[config.mk]
export PLATFORM = sky130hd
export DESIGN_NAME = revaluate_stream_flat
export DESIGN_NICKNAME = d
export VERILOG_FILES = /design/src/rtl/rv_pkg.sv /design/src/rtl/revaluate_stream_if.sv /design/src/rtl/rv_fifo.sv /design/src/rtl/revaluate_stream.sv /design/src/flat_wrapper.sv
export SDC_FILE = /design/constraint.sdc
export NUM_CORES = 1
export LEC_CHECK = 0
export CAP_MARGIN = 10
export CORE_MARGIN = 2
export CORE_UTILIZATION = 50
export CTS_CLUSTER_SIZE = 28
export DETAILED_ROUTE_END_ITERATION = 8
export GPL_TIMING_DRIVEN = 0
export PLACE_DENSITY = 0.69
export SKIP_LAST_GASP = 1
export SLEW_MARGIN = 20
export SYNTH_ARGS = -nofsm -noshare
export SYNTH_HDL_FRONTEND = slang
export SYNTH_SLANG_ARGS = --single-unit
[constraint.sdc]
create_clock -name clk -period 6.3 [get_ports clk]
set_input_delay 1.26 -clock clk [delete_from_list [all_inputs] [get_ports clk]]
set_output_delay 1.26 -clock clk [all_outputs]
set_load 0.05 [all_outputs]
[src/rtl/rv_pkg.sv]
// rv_pkg: shared constants, FSM states and the per-slice revaluation function.
package rv_pkg;
   localparam int SLICE_W = 25;
   localparam int ROW = 5;
   typedef enum logic [1:0] {IDLE, RUN, DRAIN, DONE} state_e;
   function automatic logic [SLICE_W-1:0] reval_slice(input logic [SLICE_W-1:0] s);
      logic [SLICE_W-1:0] r;
      for (int y = 0; y < ROW; y++)
         for (int x = 0; x < ROW; x++)
            r[ROW*y+x] = s[ROW*y+x] ^ (~s[ROW*y+(x+1)%ROW] & s[ROW*y+(x+2)%ROW]);
      return r;
   endfunction
endpackage

[src/rtl/revaluate_stream_if.sv]
// revaluate_stream_if: valid/ready stream carrying LANES packed 25-bit slices.
interface revaluate_stream_if #(parameter int LANES = 1);
   import rv_pkg::*;
   logic valid;
   logic ready;
   logic [SLICE_W*LANES-1:0] data;
   modport master(output valid, output data, input ready);
   modport slave(input valid, input data, output ready);
endinterface

[src/rtl/rv_fifo.sv]
// rv_fifo: synchronous FIFO with a registered head stage; count includes the head.
module rv_fifo #(
   parameter int DEPTH = 4,
   parameter int W = 25
) (
   input  logic clk,
   input  logic rst,
   input  logic push,
   input  logic [W-1:0] push_data,
   input  logic pop,
   output logic [W-1:0] rd_data,
   output logic rd_valid,
   output logic empty,
   output logic [$clog2(DEPTH):0] count
);
   localparam int AW = $clog2(DEPTH);
   logic [W-1:0] mem_q [DEPTH];
   logic [AW-1:0] wr_q, wr_d, rd_q, rd_d;
   logic [AW:0] mcnt_q, mcnt_d;
   logic hv_q, hv_d;
   logic [W-1:0] hd_q, hd_d;
   logic load;
   // head refills from storage whenever it is empty or being consumed
   always_comb begin
      load = (mcnt_q != '0) && (!hv_q || pop);
      wr_d = push ? wr_q + 1'b1 : wr_q;
      rd_d = load ? rd_q + 1'b1 : rd_q;
      mcnt_d = mcnt_q + (AW+1)'(push) - (AW+1)'(load);
      hv_d = load | (hv_q & ~pop);
      hd_d = load ? mem_q[rd_q] : hd_q;
   end
   always_ff @(posedge clk or posedge rst)
      if (rst) begin
         wr_q <= '0;
         rd_q <= '0;
         mcnt_q <= '0;
         hv_q <= 1'b0;
         hd_q <= '0;
      end else begin
         wr_q <= wr_d;
         rd_q <= rd_d;
         mcnt_q <= mcnt_d;
         hv_q <= hv_d;
         hd_q <= hd_d;
      end
   always_ff @(posedge clk)
      if (push) mem_q[wr_q] <= push_data;
   assign rd_data = hd_q;
   assign rd_valid = hv_q;
   assign count = mcnt_q + (AW+1)'(hv_q);
   assign empty = count == '0;
endmodule

[src/rtl/revaluate_stream.sv]
// revaluate_stream: block-oriented streaming revaluation of LANES slices per beat.
module revaluate_stream
   import rv_pkg::*;
#(
   parameter int LANES = 1,
   parameter int DEPTH = 4,
   parameter int CNT_W = 8
) (
   input  logic clk,
   input  logic rst,
   input  logic start,
   input  logic bypass,
   input  logic [CNT_W-1:0] nbeats,
   revaluate_stream_if.slave in_s,
   revaluate_stream_if.master out_m,
   output logic busy,
   output logic done
);
   localparam int W = SLICE_W*LANES;
   localparam int CW = $clog2(DEPTH) + 1;
   state_e state_q, state_d;
   logic bypass_q, bypass_d;
   logic [CNT_W-1:0] nbeats_q, nbeats_d, acc_q, acc_d, emit_q, emit_d;
   logic [W-1:0] reval;
   logic push, pop, empty;
   logic [CW-1:0] count;
   for (genvar l = 0; l < LANES; l++) begin : g_lane
      assign reval[SLICE_W*l +: SLICE_W] = reval_slice(in_s.data[SLICE_W*l +: SLICE_W]);
   end
   assign in_s.ready = (state_q == RUN) && (count < CW'(DEPTH));
   assign push = in_s.valid && in_s.ready;
   assign pop = out_m.valid && out_m.ready;
   rv_fifo #(.DEPTH(DEPTH), .W(W)) u_fifo (
      .clk(clk),
      .rst(rst),
      .push(push),
      .push_data(bypass_q ? in_s.data : reval),
      .pop(pop),
      .rd_data(out_m.data),
      .rd_valid(out_m.valid),
      .empty(empty),
      .count(count)
   );
   always_comb begin
      state_d = state_q;
      bypass_d = bypass_q;
      nbeats_d = nbeats_q;
      acc_d = acc_q + CNT_W'(push);
      emit_d = emit_q + CNT_W'(pop);
      case (state_q)
         IDLE: if (start) begin
            state_d = RUN;
            bypass_d = bypass;
            nbeats_d = (nbeats == '0) ? CNT_W'(1) : nbeats;
            acc_d = '0;
            emit_d = '0;
         end
         RUN: if (acc_d == nbeats_q) state_d = DRAIN;
         // finishing on the final pop itself lets done follow it by one cycle
         DRAIN: if (emit_d == nbeats_q && (pop || empty)) state_d = DONE;
         DONE: state_d = IDLE;
      endcase
   end
   always_ff @(posedge clk or posedge rst)
      if (rst) begin
         state_q <= IDLE;
         bypass_q <= 1'b0;
         nbeats_q <= '0;
         acc_q <= '0;
         emit_q <= '0;
      end else begin
         state_q <= state_d;
         bypass_q <= bypass_d;
         nbeats_q <= nbeats_d;
         acc_q <= acc_d;
         emit_q <= emit_d;
      end
   assign busy = (state_q == RUN) || (state_q == DRAIN);
   assign done = state_q == DONE;
endmodule

[src/flat_wrapper.sv]
// flat-port wrapper written by rule: the top's interface ports become plain ports
module revaluate_stream_flat import rv_pkg::*;
#(
   parameter int LANES = 1,
   parameter int DEPTH = 4,
   parameter int CNT_W = 8
)
  (clk, rst, start, bypass, nbeats, busy, done, in_s_valid, in_s_data, in_s_ready, out_m_valid, out_m_data, out_m_ready);
  revaluate_stream_if #(.LANES(LANES)) in_s_i ();
  revaluate_stream_if #(.LANES(LANES)) out_m_i ();
  input  logic clk;
  input  logic rst;
  input  logic start;
  input  logic bypass;
  input  logic [CNT_W-1:0] nbeats;
  output logic busy;
  output logic done;
  input wire logic [$bits(in_s_i.valid)-1:0] in_s_valid;
  input wire logic [$bits(in_s_i.data)-1:0] in_s_data;
  output wire logic [$bits(in_s_i.ready)-1:0] in_s_ready;
  output wire logic [$bits(out_m_i.valid)-1:0] out_m_valid;
  output wire logic [$bits(out_m_i.data)-1:0] out_m_data;
  input wire logic [$bits(out_m_i.ready)-1:0] out_m_ready;
  assign in_s_i.valid = in_s_valid;
  assign in_s_i.data = in_s_data;
  assign in_s_ready = in_s_i.ready;
  assign out_m_valid = out_m_i.valid;
  assign out_m_data = out_m_i.data;
  assign out_m_i.ready = out_m_ready;
  revaluate_stream #(.LANES(LANES), .DEPTH(DEPTH), .CNT_W(CNT_W)) u_core (.clk(clk), .rst(rst), .start(start), .bypass(bypass), .nbeats(nbeats), .in_s(in_s_i), .out_m(out_m_i), .busy(busy), .done(done));
endmodule
==> results of run 1 <==
==> worst max-delay path by stage <==
stage          cells past startpoint                      end   startpoint  slack, ns
2_1_floorplan                     11        u_core.state_q[1]  out_m_ready       2.77
3_3_place_gp                      11  u_core.u_fifo.mcnt_q[2]  out_m_ready       1.64
3_5_place_dp                      11  u_core.u_fifo.mcnt_q[2]  out_m_ready       1.62
4_1_cts                           11  u_core.u_fifo.mcnt_q[2]  out_m_ready       2.05
5_1_grt                           11        u_core.state_q[1]   in_s_valid       2.15
6_report                          11        u_core.state_q[1]   in_s_valid       2.30
==> cell families after synthesis <==
kind of cell    count (synthesis)
flops                         160
mux                            52
xor+xnor                       59
buf+inv                        27
simple gates                  106
fa+ha+maj                      18
compound gates                 16
==> stage by stage <==
stage	area, µm²	setup WS [ns]	cells	hold slack [ns]	utilization
floorplan	6900	2.77	438	0.486	-
global placement	7790	1.64	681	0.488	0.584
detailed placement	7820	1.62	682	0.495	0.586
CTS	8400	2.05	714	0.508	0.629
global route	8400	2.15	714	0.530	0.629
finish	8400	2.30	714	0.505	0.629
==> flip-flops by register name, summed over array words and instances (netlist names), 2 cells and up <==
signal,cells
u_core.state_q,2
u_core.u_fifo.wr_q,2
u_core.u_fifo.mcnt_q,3
u_core.emit_q,8
u_core.u_fifo.rd_q,2
u_core.acc_q,8
u_core.nbeats_q,8
u_core.u_fifo.rd_data,25
u_core.u_fifo.mem_q,100
==> routing by layer <==
metal	vias up	routed length, µm	GRT usage
met5	-	0	0
met4	0	191	0.0582
met3	13	394	0.0512
met2	64	6420	0.315
met1	2015	5990	0.259
li1	1762	-	-
==> placed cells by master (no fill, tap or decap), types with 2 or more instances in the layout <==
| cell type | n |
|---|---|
| edfxtp_1 | 100 |
| xor2_2 | 2 |
| xor2_1 | 31 |
| nor3b_1 | 20 |
| ha_1 | 17 |
| clkbuf_8 | 5 |
| nand3_2 | 2 |
| clkbuf_16 | 17 |
| o21ai_0 | 5 |
| mux2_2 | 25 |
| clkinv_4 | 2 |
| clkbuf_1 | 13 |
| a21oi_1 | 6 |
| clkinv_2 | 3 |
| nor3_1 | 2 |
| nand3_1 | 5 |
| nor2_1 | 18 |
| xnor2_1 | 26 |
| dfrtp_1 | 60 |
| nand2_1 | 36 |
| inv_1 | 11 |
| buf_1 | 2 |
| mux4_2 | 25 |
| and3_1 | 5 |
| and2_1 | 7 |
| nand4_1 | 2 |
| and2_2 | 4 |
| buf_2 | 2 |
| clkdlybuf4s50_1 | 67 |
==> where the power goes <==
| part | switching, µW | internal [µW] | total (µW) |
|---|---|---|---|
| Sequential | 132 | 1360 | 1490 |
| Combinational | 880 | 649 | 1530 |
| Clock | 391 | 597 | 987 |
==> layout make-up <==
type / count / area (µm²)
Inverter: 12 / 47.5
Timing Repair Buffer: 68 / 691
Tap cell: 176 / 220
Sequential cell: 160 / 4500
Buffer: 15 / 58.8
Multi-Input combinational cell: 251 / 2300
Clock inverter: 8 / 78.8
Fill cell: 1012 / 4950
Clock buffer: 24 / 502
==> flow_summary.toml, run 1 <==
[status]
status = "complete, no violations"

[worst_setup_path]
timing.critical_path.cells = "clkdlybuf4s50_1 > and3_1 > clkbuf_1 > ha_1 > ha_1 > xor2_1 > xnor2_1 > nand4_1 > o41ai_1 > nand3_2 > mux2_4"
reg2reg_to = "u_core.state_q[1]"
reg2reg_from = "u_core.u_fifo.rd_valid"
r2r_cells = 13
max_stage_delay_ns = 0.51
critPathSlowestCell = "o41ai_1"
path_max_fanout = 9
crit_type = "input port to flop"
cp_num_buf_inv = 2
crit_family = "buffers and inverters"
crit_top_cell = "ha_1"
crit_path_end_kind = "flop"
worst_setup_path_start_kind = "input port"
reg2reg_slack_ns = 2.52
critPathArrivalTime_ns = 4.29
cp.required_ns = 6.60

[floorplan]
placementRows = 42
start_util = 0.517
die_h_um = 121
io_pins = 68
die-area_mm2 = 0.0148
core_area_mm2 = 0.0133
die_w_um = 121

[sta]
finalHoldViolCount = 0
fmax_ghz = 0.250
setup-violations-final = 0
layout_min_cycle_time_ns = 4.00
slew_violations = 0
worst_slew_pin_slew_ns = 0.745
rsz0062_at_grt = "false"
fin_crit_sh = 0.635
final.setup_skew_ns = 0.00762
finalSetupTns_ns = 0
slew_headroom = 0.503

[drt]
vias = 3854
via_per_inst = 5.40
wl_per_cell_um = 18.2
routed_wirelength_mm = 13.0
ant_nets = 0
drc = 0
drtPass1Iterations = 4
drt-initial-drc-count = 217

[cts]
htreeDepth = 4
cts_tree = "done"
ctsRootBufferMaster = "clkbuf_16"
cts_buffer_depth = 2
cts.sinks = 160
cts_hold_buffers = 0
postCtsSetupRepairBufs = 0
cts-buffers-inserted = 17
cts_resized = 0
clk_pin_slew_ns = 0.06
insertion_delay_ns = 0.42

[synthesis]
synth_top_family_by_area = "multiplexers"
synth.most_common_cell = "edfxtp_1"
yosys.area.top_type_share = 0.435
ys_seq_area_frac = 0.653
synthArstFlopShare = 0.375
synth_cell_types = 35
synthMuxAreaShare = 0.126
synth.net_count = 495
synthTopCellsByArea = "edfxtp_1, dfrtp_1, mux4_2"
syn_area_mm2 = 0.00690
avgSynthCellArea_um2 = 15.8
ys.warnings.count = 0
synth_area_leader_cell = "edfxtp_1"
ys_ff_latch = 160
synth_xor_area_frac = 0.0771
synth_common_cells = "edfxtp_1, dfrtp_1, nand2_1"
synthAdderAreaFrac = 0.0337
synth_edf_count = 100
synthSimpleGateAreaFrac = 0.0811
synth-compound-area-share = 0.0141
synthCells = 438
synthFlopType = "edfxtp_1"

[pwr]
leakagePower_uw = 0.00316
peakVddDrop_mv = 0.272
power.density_mw_per_mm2 = 477
design_power_total_uw = 4010

[final_layout]
layout-drive-gt1-share = 0.178
antenna_cells = 0
area_delta_synth_final_pct = 21.8
fin_nets = 582

[worst_hold_path]
hold_depth = 1
hp-class = "flop to flop"
hold_end = "u_core.u_fifo.rd_data[17]"
min_from = "u_core.u_fifo.rd_data[17]"

[job]
cap_viol_max_count = 0

[global_route]
grt_use_total = 0.194
grt_pass1_vias = 4040
grt.overflow.total = 0
grt_max_degree = 43
grt_pass1_wl_mm = 21.1
grt_antenna_before_repair = 0

[place]
gp_congestion = 0.765
port_buffers = 67
hpwl_mm = 8.36
Power figures use the tool's default switching activity.
==> run 2: changes to the inputs <==
--- a/config.mk
+++ b/config.mk
@@ -11,7 +11,7 @@
 export CTS_CLUSTER_SIZE = 28
 export DETAILED_ROUTE_END_ITERATION = 8
 export GPL_TIMING_DRIVEN = 0
-export PLACE_DENSITY = 0.69
+export PLACE_DENSITY = 0.72
 export SKIP_LAST_GASP = 1
 export SLEW_MARGIN = 20
 export SYNTH_ARGS = -nofsm -noshare
==> constraint.sdc (replaced) <==
create_clock -name clk -period 3.6 [get_ports clk]
set_input_delay 0.72 -clock clk [delete_from_list [all_inputs] [get_ports clk]]
set_output_delay 0.72 -clock clk [all_outputs]
set_load 0.05 [all_outputs]
==> run 2 against run 1 <==
- cell count shrank 0.14%
- clock skew down 0.0022 ns
- sequential power rose by 76%
- first-iteration DRC count stayed put
- cell area barely moved
- die area unchanged
- global-route usage decreased by 0.36 points
- register-to-register slack worse by 2.2 ns
- sequential share of layout area about the same
==> flow_summary.toml, run 2 (synthesis gave the netlist of run 1 again) <==
[drt]
routed_wirelength_mm = 12.8
wl_met3_um = 519
vias = 3785
met1_length_mm = 5.42
met2_length_mm = 6.69
drtPass1Iterations = 4
ant_nets = 0
drt-initial-drc-count = 217
drc = 0
wl_per_cell_um = 18.0
top_layer = "met4"
via_per_inst = 5.31

[floorplan]
start_util = 0.517
core_area_mm2 = 0.0133
io_pins = 68
die-area_mm2 = 0.0148
die_h_um = 121
die_w_um = 121
placementRows = 42

[final_layout]
final_common_cell = "edfxtp_1"
largest_register_ffs = 100
area_delta_synth_final_pct = 21.8
layout_common_cells = "edfxtp_1, clkdlybuf4s50_1, dfrtp_1"
final_area_mm2 = 0.00841
fin_nets = 581
max_flop_register = "u_core.u_fifo.mem_q"
antenna_cells = 0
layout-drive-gt1-share = 0.181

[pwr]
clkPwrFrac = 0.244
switching_share = 0.350
p_seq_frac = 0.375
peakVddDrop_mv = 0.473
p_sw_uw = 2450
p_int_uw = 4540
power.density_mw_per_mm2 = 832
leakagePower_uw = 0.00314
pwr-share-comb = 0.381

[worst_setup_path]
crit_path_end_kind = "flop"
startpoint = "out_m_ready"
crit_end = "u_core.state_q[1]"
crit_family = "simple AND/OR/NAND/NOR gates"
max_stage_delay_ns = 0.54
path_max_fanout = 5
reg2reg_from = "u_core.u_fifo.rd_valid"
reg2reg_to = "u_core.state_q[1]"
critPathArrivalTime_ns = 3.65
r2r_cells = 12
crit_type = "input port to flop"
worst_setup_path_start_kind = "input port"
timing.critical_path.cells = "clkdlybuf4s50_1 > inv_1 > nor2_1 > ha_1 > ha_1 > nand3_2 > xor2_2 > xnor2_1 > or4_4 > o31ai_2 > nand3_2 > mux2_4"
cp.required_ns = 3.90
cp_num_buf_inv = 2
cp.depth = 12
reg2reg_slack_ns = 0.28
critPathSlowestCell = "or4_4"

[job]
cap_viol_max_count = 0

[cts]
clk_pin_slew_ns = 0.06
postCtsSetupRepairBufs = 0
cts_tree = "done"
ctsRootBufferMaster = "clkbuf_16"
cts.sinks = 160
cts_buffer_depth = 2
cts-buffers-inserted = 17
htreeDepth = 4
insertion_delay_ns = 0.42

[sta]
finalSetupTns_ns = 0
finalHoldViolCount = 0
layout_min_cycle_time_ns = 3.34
final.setup_skew_ns = 0.00544
worst_slew_pin_slew_ns = 0.740
rsz0062_at_grt = "false"
fmax_ghz = 0.299
slew_headroom = 0.507
setup-violations-final = 0
fin_crit_sh = 0.928
slew_violations = 0

[global_route]
grt_use_total = 0.190
grt_pass1_wl_mm = 20.8
grt.overflow.total = 0
grt_max_degree = 55
grt_pass1_vias = 4028
grt_antenna_before_repair = 0

[worst_hold_path]
hp-class = "flop to flop"

[place]
hpwl_mm = 8.45
place_area_mm2 = 0.00783
gp_congestion = 0.771
port_buffers = 67

[status]
status = "complete, no violations"
run 2: cell count changes in the layout (fill, tap and decap cells not counted), sizes merged:
cell      delta
clkbuf       -6
clkinvlp     +3
clkinv       +2
bufinv       +1
inv          -1
run 2: metal layers:
layer | track usage | vias up
met3 | 0.0395 | 17
met1 | 0.240 | 1930
met4 | 0.0668 | 0
met5 | 0 | -
li1 | - | 1765
met2 | 0.327 | 73
run 2: power groups by stage:
stage | clock [µW] | combinational [µW] | sequential [µW]
6_report | 1700 | 2670 | 2620
5_1_grt | 1810 | 2880 | 2660
4_1_cts | 1730 | 2710 | 2620
3_5_place_dp | 0 | 2680 | 2650
3_3_place_gp | 0 | 2610 | 2640
2_1_floorplan | 0 | 1440 | 3110
run 2: worst min path at each step:
stage,startpoint,endpoint,slack (ns),cells after the start
after floorplan,u_core.u_fifo.mcnt_q[2],u_core.u_fifo.mcnt_q[2],0.49,1
after global placement,u_core.u_fifo.rd_data[11],u_core.u_fifo.rd_data[11],0.49,1
after detailed placement,u_core.u_fifo.rd_data[11],u_core.u_fifo.rd_data[11],0.50,1
after CTS,u_core.u_fifo.rd_data[11],u_core.u_fifo.rd_data[11],0.51,1
after global routing,u_core.u_fifo.rd_data[2],u_core.u_fifo.rd_data[2],0.52,1
final,u_core.u_fifo.rd_data[11],u_core.u_fifo.rd_data[11],0.50,1
run 2: what timing repair did:
action                     CTS  global route
cloned                       0             0
setup endpoints to repair    2             2
hold buffers                 0             0
gates resized for setup      2             2
run 2: through the flow:
| step | setup WS, ns | utilization | hold WS (ns) | cells | power [µW] |
|---|---|---|---|---|---|
| finish | 0.258 | 0.630 | 0.504 | 713 | 6990 |
| global route | 0.0436 | 0.630 | 0.519 | 713 | 7350 |
| CTS | 0.0298 | 0.629 | 0.509 | 714 | 7070 |
| detailed placement | -0.456 | 0.586 | 0.496 | 682 | 5340 |
| global placement | -0.422 | 0.584 | 0.492 | 681 | 5260 |
| floorplan | 0.258 | - | 0.486 | 438 | 4540 |
run 2: final cells by class:
cell class / instances / area (µm²)
clock inverter: 13 / 121
sequential: 160 / 4500
buffer: 14 / 55.1
fill: 1011 / 4940
clock buffer: 19 / 443
timing repair buffer: 68 / 698
tap: 176 / 220
multi-input combinational: 251 / 2320
inverter: 12 / 47.5
==> run 3: changes to the inputs <==
--- a/config.mk
+++ b/config.mk
@@ -6,12 +6,14 @@
 export NUM_CORES = 1
 export LEC_CHECK = 0
 export CAP_MARGIN = 10
+export CELL_PAD_IN_SITES_DETAIL_PLACEMENT = 0
+export CELL_PAD_IN_SITES_GLOBAL_PLACEMENT = 1
 export CORE_MARGIN = 2
-export CORE_UTILIZATION = 50
+export CORE_UTILIZATION = 43
 export CTS_CLUSTER_SIZE = 28
 export DETAILED_ROUTE_END_ITERATION = 8
-export GPL_TIMING_DRIVEN = 0
-export PLACE_DENSITY = 0.72
+export GPL_TIMING_DRIVEN = 1
+export PLACE_DENSITY = 0.73
 export SKIP_LAST_GASP = 1
 export SLEW_MARGIN = 20
 export SYNTH_ARGS = -nofsm -noshare
==> run 3 against run 2 <==
- highest routed layer unchanged
- critical endpoint unchanged
- sequential share of layout area down 0.69 points
- wire length up 0.46%
- maximum frequency up 3.9%
- first-iteration DRC count down 39%
- die area up 16%
- sequential power up 6%
- register-to-register slack better by 0.16 ns
- critical path depth unchanged
- non-clock buffer count down 4
- largest power group is now sequential cells
- cell area up 1.3%
- hold slack about the same
==> flow_summary.toml, run 3 (synthesis gave the netlist of run 1 again) <==
[drt]
drt-initial-drc-count = 132
ant_nets = 0
drc = 0
vias = 3792
drtPass1Iterations = 4
via_per_inst = 5.06
wl_per_cell_um = 17.2
routed_wirelength_mm = 12.9

[cts]
cts-buffers-inserted = 17
ctsRootBufferMaster = "clkbuf_16"
cts_tree = "done"
cts_hold_buffers = 0
postCtsSetupRepairBufs = 0
clk_pin_slew_ns = 0.06
htreeDepth = 4
cts_resized = 0
insertion_delay_ns = 0.42
cts.sinks = 160
cts_buffer_depth = 2

[pwr]
leakagePower_uw = 0.00319
power.density_mw_per_mm2 = 830
peakVddDrop_mv = 0.571

[sta]
finalHoldViolCount = 0
layout_min_cycle_time_ns = 3.22
setup_ws_ns = 0.384
final.setup_skew_ns = 0.00798
slew_violations = 0
worst_slew_pin_slew_ns = 0.953
rsz0062_at_grt = "false"
slew_headroom = 0.364
setup-violations-final = 0
fin_crit_sh = 0.893
fmax_ghz = 0.311

[worst_setup_path]
path_max_fanout = 4
crit_path_end_kind = "flop"
max_stage_delay_ns = 0.53
cp.required_ns = 3.90
worst_setup_path_start_kind = "input port"
timing.critical_path.cells = "clkdlybuf4s50_1 > inv_1 > nor2_1 > ha_1 > ha_1 > nand3_2 > xor2_2 > xnor2_1 > or4_4 > o31ai_2 > nand3_2 > mux2_4"
critPathArrivalTime_ns = 3.51
critPathSlowestCell = "or4_4"
crit_type = "input port to flop"

[final_layout]
final-seq-area_mm2 = 0.00451
layout_common_cells = "edfxtp_1, clkdlybuf4s50_1, dfrtp_1"
antenna_cells = 0
fillers = 1311
largest_register_ffs = 100
layout-drive-gt1-share = 0.189
area_delta_synth_final_pct = 23.4
final_common_cell = "edfxtp_1"
fin_nets = 577
final_core_util = 0.540
multi_input_area_mm2 = 0.00230
max_flop_register = "u_core.u_fifo.mem_q"

[floorplan]
start_util = 0.437
io_pins = 68
placementRows = 46
die_h_um = 131
die_w_um = 131
core_area_mm2 = 0.0158
die-area_mm2 = 0.0171

[place]
port_buffers = 67
hpwl_mm = 8.43
dpl_worst_slack_ns = -0.0403
gp_congestion = 0.809

[job]
cap_viol_max_count = 0

[global_route]
grt_pass1_vias = 4002
grt_max_degree = 40
grt_antenna_before_repair = 0
grt_use_total = 0.166
grt_pass1_wl_mm = 20.8
grt.overflow.total = 0

[status]
status = "complete, no violations"

[worst_hold_path]
hp-class = "flop to flop"
-- run 3: changes by cell type in the layout (fill, tap and decap cells not counted), sizes merged --
cell | previous run | this run
clkbuf | 29 | 21
clkinvlp | 4 | 1
buf | 5 | 11
clkinv | 7 | 5
inv | 12 | 15
-- run 3: final timing paths --
check                                            endpoint                       from  depth (start not counted)  slack [ns]
worst max-delay path                    u_core.state_q[1]                out_m_ready                         12        0.38
worst min-delay path            u_core.u_fifo.rd_data[12]  u_core.u_fifo.rd_data[12]                          1        0.50
worst max register to register          u_core.state_q[1]     u_core.u_fifo.rd_valid                         12        0.44
worst min register to register  u_core.u_fifo.rd_data[12]  u_core.u_fifo.rd_data[12]                          1        0.50
max in group asynchronous           u_core.u_fifo.rd_q[0]                        rst                          3        2.24
min in group asynchronous       u_core.u_fifo.rd_data[21]                        rst                          2        0.71
-- run 3: power by group --
group	internal [µW]	switching (µW)	total [µW]
logic	1150	1350	2500
clock network	1070	708	1770
registers	2380	414	2790
-- run 3: routing by layer --
layer	part of all wire	routed length, µm	track usage	vias up
met4	0.013	166	0.0526	0
met2	0.51	6630	0.282	72
met5	0	0	0	-
met1	0.44	5610	0.206	1947
met3	0.038	485	0.0485	10
li1	-	-	-	1763
-- run 3: final cells by class --
cell class                      count  share of cell area
Clock buffer                       21              0.0541
Clock inverter                     11              0.0153
Inverter                           12             0.00529
Multi-Input combinational cell    251               0.270
Sequential cell                   160               0.529
Tap cell                          216              0.0317
Timing Repair Buffer               78              0.0943
-- run 3: through the flow --
step / std cells / instance area [µm²] / power (µW) / hold slack, ns / setup TNS, ns
floorplan: 438 / 6900 / 4540 / 0.486 / 0
global placement: 717 / 7930 / 5300 / 0.488 / 0
detailed placement: 717 / 7930 / 5370 / 0.495 / -0.0403
CTS: 749 / 8520 / 7170 / 0.510 / 0
global route: 749 / 8520 / 7450 / 0.534 / 0
finish: 749 / 8520 / 7070 / 0.504 / 0
-- run 3: worst max-delay path: cells and delay by family --
kind                     cells  cell delay, ns
AO/OA/AOI/OAI                1            0.24
XOR/XNOR                     2            0.30
adder cells (fa/ha/maj)      2            0.51
buffers and inverters        2            0.52
multiplexers                 1            0.32
AND/OR/NAND/NOR              4            0.89
